==> src/rtl/bcd_seq_ctrl.sv <==
// Digit-serial BCD adder sequencer: walks NDIG digit pairs through an external
// single-digit BCD adder, one digit per cycle, and assembles the registered sum.
module bcd_seq_ctrl #(
   parameter int unsigned NDIG = 4
) (
   input  logic              clk,
   input  logic              rst_n,
   input  logic              start_i,
   input  logic [4*NDIG-1:0] op_a_i,
   input  logic [4*NDIG-1:0] op_b_i,
   input  logic              cin_i,
   output logic [3:0]        dig_a_o,
   output logic [3:0]        dig_b_o,
   output logic              dig_cin_o,
   input  logic [3:0]        dig_sum_i,
   input  logic              dig_carry_i,
   output logic [4*NDIG-1:0] result_o,
   output logic              cout_o,
   output logic              busy_o,
   output logic              done_o,
   output logic              err_o
);

   // One spare index bit so the index can reach NDIG without wrapping.
   localparam int unsigned IdxW = $clog2(NDIG + 1);

   typedef enum logic [1:0] {StIdle, StAdd, StDone} state_e;

   state_e            state_q, state_d;
   logic [4*NDIG-1:0] a_q, a_d, b_q, b_d;
   logic [4*NDIG-1:0] result_q, result_d;
   logic [IdxW-1:0]   idx_q, idx_d;
   logic              carry_q, carry_d;
   logic              cout_q, cout_d;
   logic              err_q, err_d;
   logic              op_bad;
   logic [3:0]        cur_a, cur_b;

   always_comb begin
      op_bad = 1'b0;
      for (int i = 0; i < int'(NDIG); i++) begin
         if (op_a_i[4*i +: 4] > 4'd9 || op_b_i[4*i +: 4] > 4'd9) op_bad = 1'b1;
      end
   end

   always_comb begin
      cur_a = 4'd0;
      cur_b = 4'd0;
      for (int i = 0; i < int'(NDIG); i++) begin
         if (idx_q == IdxW'(i)) begin
            cur_a = a_q[4*i +: 4];
            cur_b = b_q[4*i +: 4];
         end
      end
   end

   always_comb begin
      state_d   = state_q;
      a_d       = a_q;
      b_d       = b_q;
      result_d  = result_q;
      idx_d     = idx_q;
      carry_d   = carry_q;
      cout_d    = cout_q;
      err_d     = err_q;
      dig_a_o   = 4'd0;
      dig_b_o   = 4'd0;
      dig_cin_o = 1'b0;
      unique case (state_q)
         StIdle: begin
            if (start_i) begin
               a_d      = op_a_i;
               b_d      = op_b_i;
               carry_d  = cin_i;
               idx_d    = '0;
               result_d = '0;
               cout_d   = 1'b0;
               err_d    = op_bad;
               state_d  = op_bad ? StDone : StAdd;
            end
         end
         StAdd: begin
            dig_a_o   = cur_a;
            dig_b_o   = cur_b;
            dig_cin_o = carry_q;
            // Adder output is stored unchecked, even if it is not a valid digit.
            for (int i = 0; i < int'(NDIG); i++) begin
               if (idx_q == IdxW'(i)) result_d[4*i +: 4] = dig_sum_i;
            end
            carry_d = dig_carry_i;
            idx_d   = idx_q + IdxW'(1);
            if (idx_q == IdxW'(NDIG - 1)) begin
               cout_d  = dig_carry_i;
               state_d = StDone;
            end
         end
         StDone: state_d = StIdle;
         default: state_d = StIdle;
      endcase
   end

   always_ff @(posedge clk or negedge rst_n) begin
      if (!rst_n) begin
         state_q  <= StIdle;
         a_q      <= '0;
         b_q      <= '0;
         result_q <= '0;
         idx_q    <= '0;
         carry_q  <= 1'b0;
         cout_q   <= 1'b0;
         err_q    <= 1'b0;
      end else begin
         state_q  <= state_d;
         a_q      <= a_d;
         b_q      <= b_d;
         result_q <= result_d;
         idx_q    <= idx_d;
         carry_q  <= carry_d;
         cout_q   <= cout_d;
         err_q    <= err_d;
      end
   end

   assign result_o = result_q;
   assign cout_o   = cout_q;
   assign err_o    = err_q;
   assign busy_o   = (state_q != StIdle);
   assign done_o   = (state_q == StDone);

endmodule

==> config.mk <==
export PLATFORM = sky130hd
export DESIGN_NAME = bcd_seq_ctrl
export DESIGN_NICKNAME = d
export VERILOG_FILES = /design/src/rtl/bcd_seq_ctrl.sv
export SDC_FILE = /design/constraint.sdc
export NUM_CORES = 1
export LEC_CHECK = 0
export ABC_AREA = 1
export CAP_MARGIN = 20
export CORE_ASPECT_RATIO = 0.6
export CORE_UTILIZATION = 40
export DETAILED_ROUTE_END_ITERATION = 6
export GPL_TIMING_DRIVEN = 0
export PLACE_DENSITY = 0.7
export SLEW_MARGIN = 10
export SYNTH_ARGS = -nofsm -noshare
export SYNTH_HDL_FRONTEND = slang
export SYNTH_SLANG_ARGS = --single-unit
==> constraint.sdc <==
create_clock -name clk -period 2.11 [get_ports clk]
set_input_delay 0.3165 -clock clk [delete_from_list [all_inputs] [get_ports clk]]
set_output_delay 0.3165 -clock clk [all_outputs]
set_load 0.03 [all_outputs]
-- Word level (Yosys, flattened, before mapping)
Cells that the tools add are included.
- register bits after elaboration: 56
- bits of input ports: 41
- word-level logic and storage cells: 77
- add/sub/neg operators: 1
- magnitude comparators: 8
- equal/unequal tests: 10
- mux-type cells: 32
- reductions and logical operators: 15
- operators by type and width (kind ; count):
    4-bit 2-to-1 mux ; 14
    4-bit > comparator (second input constant) ; 8
    16-bit one-hot mux with 2 select lines ; 1
    16-bit 2-to-1 mux ; 1
    3-bit AND reduction ; 4
    2-bit inequality test (second input constant) ; 5
    1-bit 2-to-1 mux ; 8
    3-bit by 2-bit == test with 1-bit output (second input constant) ; 2
    2-bit 2-to-1 mux ; 3
    3-bit one-hot mux with 2 select lines ; 1
    2-bit AND reduction ; 3
    1-bit logical OR ; 4
    1-bit one-hot mux with 2 select lines ; 2
    2-bit one-hot mux with 2 select lines ; 1
    2-bit nonzero test ; 2
    3-bit by 1-bit adder with 3-bit output (second input constant) ; 1
    3-bit by 1-bit == test with 1-bit output (second input constant) ; 1
    3-bit zero test ; 1
    3-bit 2-to-1 mux ; 1
    2-bit by 1-bit == test with 1-bit output (second input constant) ; 1
    2-bit == test (second input constant) ; 1
    2-bit zero test ; 1

-- Longest topological paths before layout
Gate-level depths: netlist of run 1.
- depth in word-level cells: 9
- mapped depth: 9
- mapped depth without buffers: 8

-- Least setup slack after synthesis of run 1
OpenSTA, ideal clock, no wires.
- kind: register to output
- from: reg idx_q[2]
- to: out dig_a_o[0]
- data arrival time: 1.596 ns
- required time: 1.794 ns
- path slack: 0.197 ns
- stages on the path, launching flop included: 8
- path buffers: 2
- cells stage by stage: dfrtp_1 > inv_2 > buf_2 > ha_1 > inv_1 > buf_2 > o21ai_2 > a21oi_2
- word-level cells in the longest chain between the ends: 6
- elaborated cells on any way between the ends: 9
- classes of those cells: eq/ne: 3; mux: 5; reduce/logical: 1
- ends and longest elaborated chain (what ; RTL line ; text):
    start: declaration ; 32 ; logic [IdxW-1:0] idx_q, idx_d;
    start signal: assignment ; 117 ; idx_q <= idx_d;
    3-bit zero test ; 50 ; if (idx_q == IdxW'(i)) begin
    4-bit 2-to-1 mux (3 in a row) ; 50 ;
    4-bit 2-to-1 mux (*) ; 50 ;
    4-bit 2-to-1 mux (*) ; 69 ; unique case (state_q)
    end: declaration ; 12 ; output logic [3:0] dig_a_o,
Mark *: on every way between the ends. The rest lies on a longest branch, timed or not.

-- Final worst setup path of run 1
- from: reg idx_q[1]
- to: out dig_a_o[1]
The elaborated chain is that of the path after synthesis.

==> results of run 1 <==
-- flip-flops by register name, indices dropped and copies added (netlist names) --
signal	cells
err_o	1
result_o	16
b_q	16
cout_o	1
carry_q	1
a_q	16
state_q	2
idx_q	3
-- logic make-up after synthesis --
kind of cell / after synthesis
DFF: 56
and+or+nand+nor: 177
buffers and inverters: 34
adders and majority gates: 5
AOI/OAI and AO/OA: 57
-- critical path, stage by stage, from the launching register on --
cell and delay, ns:
dfrtp_1 0.42, inv_2 0.13, ha_4 0.16, inv_4 0.05, nor2_4 0.17, nand2_1 0.08, nand2_1 0.06, o211ai_1 0.16
a21oi_2 0.20, buf_6 0.15
-- per-stage QoR --
stage          instances  instance area, sq um   util  hold WS (ns)
2_1_floorplan        329                  2800      -        0.0209
3_3_place_gp         485                  3600  0.537         0.463
3_5_place_dp         485                  3600  0.536         0.422
4_1_cts              502                  3890  0.580         0.106
5_1_grt              510                  4000  0.596         0.139
6_report             510                  4000  0.596        0.0793
-- final cells by class --
| type | count | area [sq um] |
|---|---|---|
| multi-input cells | 240 | 1290 |
| clock inverters | 2 | 15.0 |
| repair buffers | 85 | 822 |
| flip-flops and latches | 56 | 1400 |
| plain buffers | 13 | 133 |
| inverters | 21 | 88.8 |
| fillers | 616 | 2710 |
| well taps | 87 | 109 |
| clock buffers | 6 | 139 |
-- power groups by stage --
stage / registers [mW] / clock network, mW / logic (mW)
floorplan: 1.62 / 0 / 0.852
global placement: 1.62 / 0 / 1.27
detailed placement: 1.64 / 0 / 1.29
CTS: 1.62 / 0.883 / 1.34
global route: 1.67 / 0.922 / 1.53
finish: 1.62 / 0.877 / 1.38
-- worst min path at each step --
stage	startpoint	end	slack [ns]	cells past startpoint
floorplan	rst_n	a_q[0]$_DFFE_PN0P_	0.02	0
global placement	a_q[7]$_DFFE_PN0P_	a_q[7]$_DFFE_PN0P_	0.46	2
detailed placement	rst_n	b_q[0]$_DFFE_PN0P_	0.42	1
CTS	rst_n	b_q[2]$_DFFE_PN0P_	0.11	1
global route	rst_n	b_q[2]$_DFFE_PN0P_	0.14	1
finish	rst_n	b_q[0]$_DFFE_PN0P_	0.08	1
-- what timing repair did --
| item | 4_1_cts | 5_1_grt |
|---|---|---|
| endpoints found under the setup margin | 9 | 9 |
| resized for setup | 77 | 13 |
| pin swaps | 9 | 14 |
| setup buffers | 8 | 7 |
| endpoints found under the hold margin | 0 | 0 |
| cloned | 1 | 1 |
-- synthesized netlist by cell type, drive strengths merged --
cell type / number
inv: 21
a31oi: 2
buf: 11
nand2: 159
o211ai: 9
nand3: 10
o21ai: 36
ha: 5
nor2: 7
a21oi: 9
clkbuf: 2
dfrtp: 56
o22ai: 1
or2: 1
-- metal layers --
| layer | global-route usage | up-vias | wire length, microns |
|---|---|---|---|
| li1 | - | 1238 | - |
| met1 | 0.336 | 1198 | 3850 |
| met2 | 0.323 | 69 | 3380 |
| met3 | 0.0450 | 5 | 359 |
| met4 | 0.0567 | 0 | 44 |
| met5 | 0 | - | 0 |
==> results.md, run 1 <==
* Outcome: finished, violations left
* Violated checks: setup timing
* Drt wl/cell at around 15 microns
* DRT Pass-1 Iters at 4
* Pwr per Cell Area at between 900 and 1000 mW/mm^2
* Vias in the first global route at between 2000 and 2500
* Top cell type's share of synthesized area at 0.500
* Setup violators final at 6
* RSZ-0062 raised after global routing: yes
* Ys Warns at 0
* Starting Density at 0.418
* Synthesized instance count at between 300 and 400
* Net switching power figure at 1.45 mW
* Die height at approximately 67 microns
* Worst-case clock buffer depth at 2
* Port bufs at 69
* Antenna violations before repair at 0
* WP data arrival at about 1.9 ns
* Inserted Clock Buffers at 5
* Vias per cell at just under 5
* Worst VDD drop at 0.000512 V
* # IOs at 70
* H-tree depth at 2
* Root Driver: clkbuf_16
* Fin crit share at 1.04
* Peak Freq at 0.458 GHz
* Post-Synth Simple-Gate Area at 0.257
* RePlAce Congestion at 0.786
* CTS clk-pin slew, worst paths at about 0.07 ns
* Type of the most critical hold path: in2async
* Switch share at 0.373
* Synth area leaders: dfrtp_1 (50%), nand2_1 (20%), o21ai_2 (4.1%)
* End point of the critical path: dig_a_o[1]
* Critical R2R Capture: result_o[14]$_DFFE_PN0P_
* Power share of the combinational group at 0.356
* Most common cell after layout, fill and taps aside: nand2_1
* Die area at between 0.007 and 0.008 sq mm
* Vias at around 2500
* Final Skew at roughly 0.0042 ns
* Clock Power Share at 0.226
* Sink Count at 56
* Minimum clock period after layout at around 2.2 ns
* Final Hold Viols at 0
* Share of layout cells above drive strength 1 at 0.217
* CP startpoint: idx_q[1]$_DFFE_PN0P_
* Max Slew Vio Count at 0
* Synth Cell Area at 0.00280 sq mm
* Pint at approximately 2.4 mW
* TritonCTS clock tree: yes
* Commonest cells after routing, fill and taps aside: nand2_1 (150), clkdlybuf4s50_1 (59), dfrtp_1 (55)
* Post-route setup TNS at -0.295 ns
* HPWL after DPL at between 5000 and 6000 microns
* CTS Hold Buffers Added at 0
* # rows at 23
* Critical Path RT at 1.79 ns
* Reg2Reg Launch Point: idx_q[2]$_DFFE_PN0P_
* Library cells used by synthesis at 27
* Clk Latency, worst-skew pair at around 0.30 ns
* Total routed wirelength at ~7600 microns
* Compound-Gate Fraction of Synth Area at 0.154
* Final ANT Viol Nets at 0
* MaxCap Viol Count at 0
* Pin count of the biggest net entering global routing at 57
* Initial DRC Count at 116
* Adder-Cell Fraction of Synth Area at 0.0223
* XOR/XNOR Fraction of Synth Area at 0
* Ant diodes at 0
* Crit start category: register
* CP Max Fanout at 5
* Sequential area share after synthesis at 0.500
* Largest family of logic cells by synthesized area: simple AND/OR/NAND/NOR gates
* Total grt overflow at 0
* Crit. End Element: output pin
* GRT Util Overall at 0.223
* Pwr Total at slightly below 4 mW
* Global-route wire length before repair at 12000 microns
* DIE WIDTH at about 110 microns
* Critical path class: reg2out
* R2r setup slk at 0.52 ns
* Slew HR at 0.528
* Nets@finish at approximately 470
* Worst slack at placement at -0.555 ns
* Core region area at 0.00671 sq mm
* Layout area overhead at 42.7%
* Reg power frac at 0.418
* FF+latch count, synth at 56
* Syn avg cell area at 8.51 sq um
* Post-synth top area cell: dfrtp_1
* Worst setup margin at -0.0748 ns
* Mux cell area share after synthesis at 0
* Pleak at ~1.9 nW
* Drt drc at 0
* Least-Margin Pin Slew at about 0.71 ns
* Syn_nets at roughly 380
* R2R cell count at 10
No activity file was read; power rests on OpenSTA's default activity.
==> run 2: changes to the inputs <==
Settings changed: CORE_MARGIN set to 3, PLACE_DENSITY 0.7 to 0.69.
==> run 2 against run 1 <==
The run ends with hold timing, setup timing left. Via count up 2.1%. Clock skew up 0.0016 ns. Non-clock buffer count increased by 4. Global-route usage fell by 1.6 points. Critical path depth decreased by 1. Cell count is 0.20% higher. Clock power rose by 7.6%. Critical path type unchanged. Die area grew 9.8%. Critical endpoint is now dig_a_o[2]. Register-to-register slack is essentially flat. Largest cell class unchanged. Clock-buffer cell count unchanged.
==> results.md, run 2 (same netlist as run 1, synthesis figures left out) <==
* Setup violators final at 5 (was 6)
* Root Driver: clkbuf_16 (unchanged)
* Sink Count at 56 (unchanged)
* Commonest cells after routing, fill and taps aside: nand2_1 (151), clkdlybuf4s50_1 (59), dfrtp_1 (55) (was nand2_1 (150), clkdlybuf4s50_1 (59), dfrtp_1 (55))
* Minimum clock period after layout at 2.14 ns (was 2.18 ns)
* # rows at 22 (was 23)
* Violated checks: hold timing, setup timing (was setup timing)
* CTS clk-pin slew, worst paths at 0.07 ns (about the same)
* CP Max Fanout at 8 (was 5)
* Die area at 0.00807 sq mm (was 0.00735 sq mm)
* Layout area overhead at 45.0% (was 42.7%)
* Pint at 2.52 mW (was 2.43 mW)
* RePlAce Congestion at 0.919 (was 0.786)
* Pwr per Cell Area at 970 mW/mm^2 (was 971 mW/mm^2)
* Crit. End Element: output pin (unchanged)
* Starting Density at 0.435 (was 0.418)
* Total grt overflow at 0 (unchanged)
* Nets@finish at 472 (was 468)
* Hold_ws at -0.0137 ns (was 0.0793 ns)
* Core region area at 0.00644 sq mm (was 0.00671 sq mm)
* H-tree depth at 2 (unchanged)
* Pleak at 1.92 nW (was 1.88 nW)
* Final Skew at 0.00579 ns (was 0.00415 ns)
* Power share of the combinational group at 0.348 (was 0.356)
* MaxCap Viol Count at 0 (unchanged)
* Share of layout cells above drive strength 1 at 0.222 (was 0.217)
* Inserted Clock Buffers at 5 (unchanged)
* Final ANT Viol Nets at 0 (unchanged)
* TritonCTS clock tree: yes (unchanged)
* Drt wl/cell at 15.3 microns (was 15.0 microns)
* Slew HR at 0.655 (was 0.528)
* Reg power frac at 0.412 (was 0.418)
* Fin crit share at 1.02 (was 1.04)
* DIE WIDTH at 114 microns (was 110 microns)
* Crit start category: register (unchanged)
* Worst setup margin at -0.0342 ns (was -0.0748 ns)
* Net switching power figure at 1.42 mW (was 1.45 mW)
* Fin util at 0.630 (was 0.596)
* Worst VDD drop at 0.000731 V (was 0.000512 V)
* Peak Freq at 0.466 GHz (was 0.458 GHz)
* Pin count of the biggest net entering global routing at 37 (was 57)
* Port bufs at 69 (unchanged)
* Type of the most critical hold path: in2async (unchanged)
* Ant diodes at 0 (unchanged)
* Worst-case clock buffer depth at 2 (unchanged)
* Switch share at 0.361 (was 0.373)
* Final Hold Viols at 20 (was 0)
* Outcome: finished, violations left (unchanged)
* Vias at 2563 (was 2510)
* HPWL after DPL at 5630 microns (was 5250 microns)
* DRT Pass-1 Iters at 4 (unchanged)
* Clock Power Share at 0.240 (was 0.226)
* Least-Margin Pin Slew at 0.517 ns (was 0.708 ns)
* Vias in the first global route at 2553 (was 2387)
* GRT Util Overall at 0.207 (was 0.223)
* Global-route wire length before repair at 13000 microns (was 12000 microns)
* Initial DRC Count at 144 (was 116)
* Antenna violations before repair at 0 (unchanged)
* Critical Path RT at 1.79 ns (about the same)
* WP data arrival at 1.83 ns (was 1.87 ns)
* Total routed wirelength at 7810 microns (was 7630 microns)
* Drt drc at 0 (unchanged)
* RSZ-0062 raised after global routing: yes (unchanged)
* Max Slew Vio Count at 0 (unchanged)
* Die height at 70.8 microns (was 66.8 microns)
* Critical path class: reg2out (unchanged)
* Vias per cell at 5.02 (was 4.92)
* Clk Latency, worst-skew pair at 0.30 ns (about the same)
* # IOs at 70 (unchanged)
* Most common cell after layout, fill and taps aside: nand2_1 (unchanged)
==> run 2: worst paths after layout <==
check                                          start                       end  slack [ns]  cells past startpoint
worst max register to register  idx_q[1]$_DFFE_PN0P_  result_o[13]$_DFFE_PN0P_        0.53                      9
min in group clk                  b_q[5]$_DFFE_PN0P_        b_q[5]$_DFFE_PN0P_        0.48                      2
worst min register to register    b_q[5]$_DFFE_PN0P_        b_q[5]$_DFFE_PN0P_        0.48                      2
max in group asynchronous                      rst_n      idx_q[2]$_DFFE_PN0P_        1.54                      2
worst max-delay path            idx_q[1]$_DFFE_PN0P_                dig_a_o[2]       -0.03                      8
worst min-delay path                           rst_n   result_o[8]$_DFFE_PN0P_       -0.01                      1
==> run 2: layout make-up <==
class / instances / area, sq um
multi-input cells: 240 / 1290
plain buffers: 13 / 133
well taps: 84 / 105
flip-flops and latches: 56 / 1400
inverters: 21 / 91.3
clock inverters: 2 / 35.0
repair buffers: 89 / 876
fillers: 568 / 2380
clock buffers: 6 / 129
==> run 2: critical path, cell delays in order (launching register included) <==
cell,delay [ns]
dfrtp_1,0.42
inv_2,0.13
ha_4,0.19
nand2_8,0.08
buf_4,0.16
nand2_1,0.06
o211ai_1,0.15
a21oi_2,0.20
buf_6,0.15
==> run 2: power groups by stage <==
stage / combinational (mW) / clock (mW) / sequential (mW)
detailed placement: 1.30 / 0 / 1.63
CTS: 1.36 / 0.951 / 1.62
finish: 1.37 / 0.944 / 1.62
global route: 1.56 / 0.989 / 1.67
floorplan: 0.852 / 0 / 1.62
global placement: 1.27 / 0 / 1.63
==> run 2: routing by layer <==
metal | vias to the layer above | track usage | part of all wire | wire (microns)
met4 | 0 | 0.0448 | 0.0065 | 51
met1 | 1208 | 0.313 | 0.48 | 3750
met3 | 7 | 0.0530 | 0.097 | 760
li1 | 1259 | - | - | -
met2 | 89 | 0.298 | 0.42 | 3250
met5 | - | 0.0242 | 0 | 0
==> run 2: per-stage QoR <==
stage	TNS [ns]	setup slack (ns)	power, mW	area, sq um	std cells
after detailed placement	-4.28	-0.546	2.94	3610	483
after global routing	-0.573	-0.115	4.21	4060	511
after global placement	-61.11	-1.02	2.90	3600	482
final	-0.0909	-0.0342	3.94	4060	511
after floorplan	0	0.197	2.47	2800	329
after CTS	-0.130	-0.0458	3.93	3940	502
==> run 2: what timing repair did <==
action                                  CTS  global route
pin swaps                                10             8
buffers inserted                          9             8
hold buffers                              0             0
cloned                                    2             1
endpoints found under the setup margin    9             9
resized for setup                        79            10
==> RTL change 1, RTL diff (settings of run 1) <==
Change the parameter `NDIG` from 4 to 16.
--- a/src/rtl/bcd_seq_ctrl.sv
+++ b/src/rtl/bcd_seq_ctrl.sv
@@ -2,5 +2,5 @@
 // single-digit BCD adder, one digit per cycle, and assembles the registered sum.
 module bcd_seq_ctrl #(
-   parameter int unsigned NDIG = 4
+   parameter int unsigned NDIG = 16
 ) (
    input  logic              clk,
Interface: changed (resized op_a_i, op_b_i and result_o); port bits go from 70 to 214. No check against the original RTL was run, so the function may have changed too.
==> RTL change 1 against run 1 <==
  * The flow still finishes with violations (setup timing)
  * Final area grew to 3.4 times the old value
  * Utilization shrank 1.6 points
  * Non-clock buffer count grew 185
  * Synthesized area grew to 3.4 times the old value
  * Critical path depth grew 12
  * Wire length grew to 4.2 times the old value
  * Via count grew to 3.6 times the old value
  * Setup slack lost 1.1 ns
  * Combinational power shrank 6%
  * Total power grew 140%
  * Sequential cell count grew 146
  * Largest power group unchanged
==> RTL change 1: results (changes against run 1) <==
outcome finished, violations left; violated checks setup timing; register area share after synthesis 0.533 (+0.0325); # setup viols final 8 (+2); DR vias/cell 5.02 (+2.1%); WL met3 2740 um (+660%); Placer Congestion 0.933 (+19%); top cells by area, synth dfrtp_1, nand2_1, o21ai_0; DPL Wire Length 23,800 um (+350%); VDD IR-drop max 0.333 mV (-35%); Final nets 1,630 (+250%); Post-Syn Nets 1,368 (+260%); port buffer count 213 (+210%); Synth cell types 30 (+11%); Slew @ Worst Pin 0.784 ns (+0.0758 ns); Reg power frac 0.477 (+0.059); Psw 2.53 mW (+75%); Filler Cells Inserted 2,073 (+240%); Synth top area share 0.533 (+0.0325); H-tree Lvls 1 (-1); Non-Filler Instances 1,816 (+260%); share of layout cells above drive strength 1 0.145 (-0.0723); worst-path maximum fanout 4 (-1); Clock Latency Late Sink 0.51 ns (+0.21 ns); Inserted Clock Buffers 21 (+16); initial DRC count 735 (+530%); clk buf depth 3 (+1); Final WS setup -1.22 ns (-1.15 ns); Commonest cells post-synth nand2_1, dfrtp_1, o21ai_0; Syn Inst Count 1,226 (+270%); vias in the first global route 8,666 (+260%); first-pass GRT wire length 49,300 um (+310%)
RTL change 1: cell types whose count changed in the layout (fill, tap and decap cells not counted), sizes merged, moves of 26 or more:
cell	change
a21oi	+26
clkbuf	+63
clkdlybuf4s50	+143
dfrtp	+146
inv	+118
nand2	+321
nand3	+56
o21ai	+142
RTL change 1: path summary, 6_finish.rpt:
kind	start	endpoint	slack (ns)	cells after the start
worst max-delay path	idx_q[1]$_DFFE_PN0P_	dig_b_o[3]	-1.22	21
worst min-delay path	op_b_i[20]	b_q[20]$_DFFE_PN0P_	0.33	3
worst max register to register	state_q[0]$_DFFE_PN0P_	result_o[25]$_DFFE_PN0P_	0.09	7
worst min register to register	b_q[38]$_DFFE_PN0P_	b_q[38]$_DFFE_PN0P_	0.48	2
max in group asynchronous	rst_n	a_q[32]$_DFFE_PN0P_	0.74	3
min in group asynchronous	rst_n	result_o[56]$_DFFE_PN0P_	0.38	2
RTL change 1: cell type report:
cell class | instances | area share
Tap cell | 315 | 0.0293
Sequential cell | 202 | 0.377
Timing Repair Buffer | 239 | 0.178
Clock buffer | 30 | 0.0438
Buffer | 44 | 0.0143
Multi-Input combinational cell | 841 | 0.315
Inverter | 139 | 0.0410
Clock inverter | 6 | 0.00279
RTL change 1: layer usage:
| layer | up-vias | global-route usage |
|---|---|---|
| li1 | 4393 | - |
| met1 | 4347 | 0.416 |
| met2 | 341 | 0.376 |
| met3 | 41 | 0.0559 |
| met4 | 0 | 0.0348 |
| met5 | - | 0 |
RTL change 1: kinds of logic after synthesis:
family | after synthesis | synth area share
flops | 202 | 0.533
xor+xnor | 1 | 0.000924
fa+ha+maj | 5 | 0.00660
buf+inv | 183 | 0.0736
compound gates | 221 | 0.118
simple gates | 614 | 0.268
RTL change 1: what timing repair did:
item	in CTS	in global routing
hold buffers	1	0
buffers inserted	17	6
resized for setup	156	40
cloned	1	0
endpoints found under the hold margin	94	0
endpoints found under the setup margin	105	168
pin swaps	42	22
RTL change 1: metrics by stage:
| stage | worst slack, ns | util |
|---|---|---|
| after global routing | -1.35 | 0.580 |
| after global placement | -7.82 | 0.523 |
| after CTS | -1.17 | 0.574 |
| after detailed placement | -1.66 | 0.524 |
| after floorplan | -0.268 | - |
| final | -1.22 | 0.580 |
RTL change 1: critical path: stages (launching register included):
cell and delay (ns):
dfrtp_2 0.45, inv_4 0.10, ha_4 0.15, inv_2 0.04
nor2_4 0.17, nand2_2 0.09, nor2_4 0.14, nand2_2 0.09
nand3_2 0.08, nand3_2 0.06, nand3b_1 0.12, nand2_1 0.07
nand2_1 0.05, nand2_1 0.05, nand2_1 0.07, nand2_2 0.06
nand3_2 0.09, nand3_2 0.09, nand3b_1 0.11, nand2_2 0.07
a21oi_4 0.18, buf_6 0.16
==> RTL change 2, RTL diff (settings of run 1) <==
Made on the original files. Reset style: synchronous (`rst_n`), changed in one clocked block.
--- a/src/rtl/bcd_seq_ctrl.sv
+++ b/src/rtl/bcd_seq_ctrl.sv
@@ -100,5 +100,5 @@
    end
 
-   always_ff @(posedge clk or negedge rst_n) begin
+   always_ff @(posedge clk) begin
       if (!rst_n) begin
          state_q  <= StIdle;
Behaviour: differs if rst_n is asserted again (counterexample within 4 cycles, from zero or initial values and one cycle with rst_n low); with rst_n held inactive, the same outputs for 10 cycles.
==> RTL change 2 against run 1 <==
  * Setup slack better by 0.13 ns
  * Count of clock-buffer cells in the layout up 2
  * Wire length down 8.3%
  * Synthesized area down 13%
  * Final area down 14%
  * Sequential cell count unchanged
  * Synthesized cell count up 4.9%
Power is not compared: it rests on default switching activity, and its combinational part moved more than twofold at a synthesized area within 25%.
==> RTL change 2: results (changes against run 1) <==
outcome completed; first-pass GRT wire length 11,000 um (-8.2%); Placed Cells 494 (+1.9%); Synth cell types 21 (-22%); overall routing resource usage 0.226 (+0.00276); routed len/inst 13.8 um (-7.9%); Int Power 1.54 mW; Slew @ Worst Pin 0.487 ns (-0.221 ns); fraction of area in multi-input gates 0.359 (+0.0367); Filler Cells Inserted 565 (-8.3%); #MultiIn Comb 254 (+5.8%); port buffer count 69 (unchanged); root buffer cell clkbuf_8; clk cell area share 0.0261 (-0.0124); initial DRC count 154 (+33%); worst-case clock skew 0.00890 ns (+0.00475 ns); Final nets 473 (+1.1%); register area 1130 um2 (-19%); iteration count of the initial detailed-routing pass 5 (+1); Commonest cells post-synth nor2_1, dfxtp_1, o21ai_0; vias in the first global route 2,245 (-5.9%); Data buffer area share 0.230 (-0.00873); worst-path maximum fanout 10 (+5); Post-Syn Nets 391 (+4.3%); largest net degree at the start of global routing 16 (-72%); crit-path leading delay family buffers and inverters; Lkg Pwr 1.37 nW; share of layout cells above drive strength 1 0.133 (-0.0843); async set-reset flop share out of synthesis 0 (-1.00); DPL Wire Length 5180 um (-1.3%); register area share after synthesis 0.459 (-0.0419); clk slew on worst S/H paths 0.10 ns (+0.03 ns); DR vias 2,498 (-0.48%); Placer Congestion 0.815 (+3.7%); crit path DAT 1.74 ns (-0.13 ns); worst min path class reg2reg; CP max stage delay 0.38 ns (-0.04 ns); commonest register cell after synthesis dfxtp_1; Place WS -0.574 ns (-0.0188 ns); Non-CTS buffers 89 (-9.2%); Non-Filler Instances 508 (-0.39%); top cells by area, synth dfxtp_1, nor2_1, o21ai_0; ant diodes 0 (unchanged); CP max stage cell dfxtp_4; Syn Inst Count 345 (+4.9%); Fin. Hold Viols 0 (unchanged); CLK BUF 8 (+2)
[RTL change 2: changes by cell type in the layout (fill, tap and decap cells not counted), moves of 9 or more]
cell / change
buf_6: -12
nor2_1: +77
dfxtp_1: +53
nand2_1: -100
o21ai_0: +39
dfrtp_1: -55
o211ai_1: -9
o21ai_2: -11
a21oi_1: +25
[RTL change 2: through the flow]
step | utilization | hold slack, ns | instance area, um2
after floorplan | - | 0.450 | 2440
after global placement | 0.565 | 0.453 | 3240
after detailed placement | 0.565 | 0.454 | 3240
after CTS | 0.588 | 0.468 | 3370
after global routing | 0.603 | 0.485 | 3450
final | 0.603 | 0.465 | 3450
[RTL change 2: per-layer routing]
| layer | GRT usage | part of all wire | vias to the layer above |
|---|---|---|---|
| li1 | - | - | 1290 |
| met1 | 0.358 | 0.53 | 1128 |
| met2 | 0.314 | 0.39 | 76 |
| met3 | 0.0481 | 0.072 | 4 |
| met4 | 0.0317 | 0.0031 | 0 |
| met5 | 0 | 0 | - |
[RTL change 2: kinds of logic after synthesis]
kind of cell	share of synthesized area
adders and majority gates	0.0256
AOI/OAI and AO/OA	0.190
DFF	0.459
buffers and inverters	0.0573
and+or+nand+nor	0.269
[RTL change 2: final timing paths]
kind,slack [ns],start,cells past startpoint,endpoint
max,0.06,idx_q[1]$_SDFFE_PN0P_,8,dig_a_o[2]
min,0.47,result_o[10]$_SDFFE_PN0P_,2,result_o[10]$_SDFFE_PN0P_
max reg2reg,0.53,idx_q[0]$_SDFFE_PN0P_,8,result_o[13]$_SDFFE_PN0P_
min reg2reg,0.47,result_o[10]$_SDFFE_PN0P_,2,result_o[10]$_SDFFE_PN0P_
[RTL change 2: timing repair]
item	4_1_cts	5_1_grt
gates resized for setup	68	24
setup buffers	2	4
pin swaps	2	11
endpoints found under the setup margin	8	9
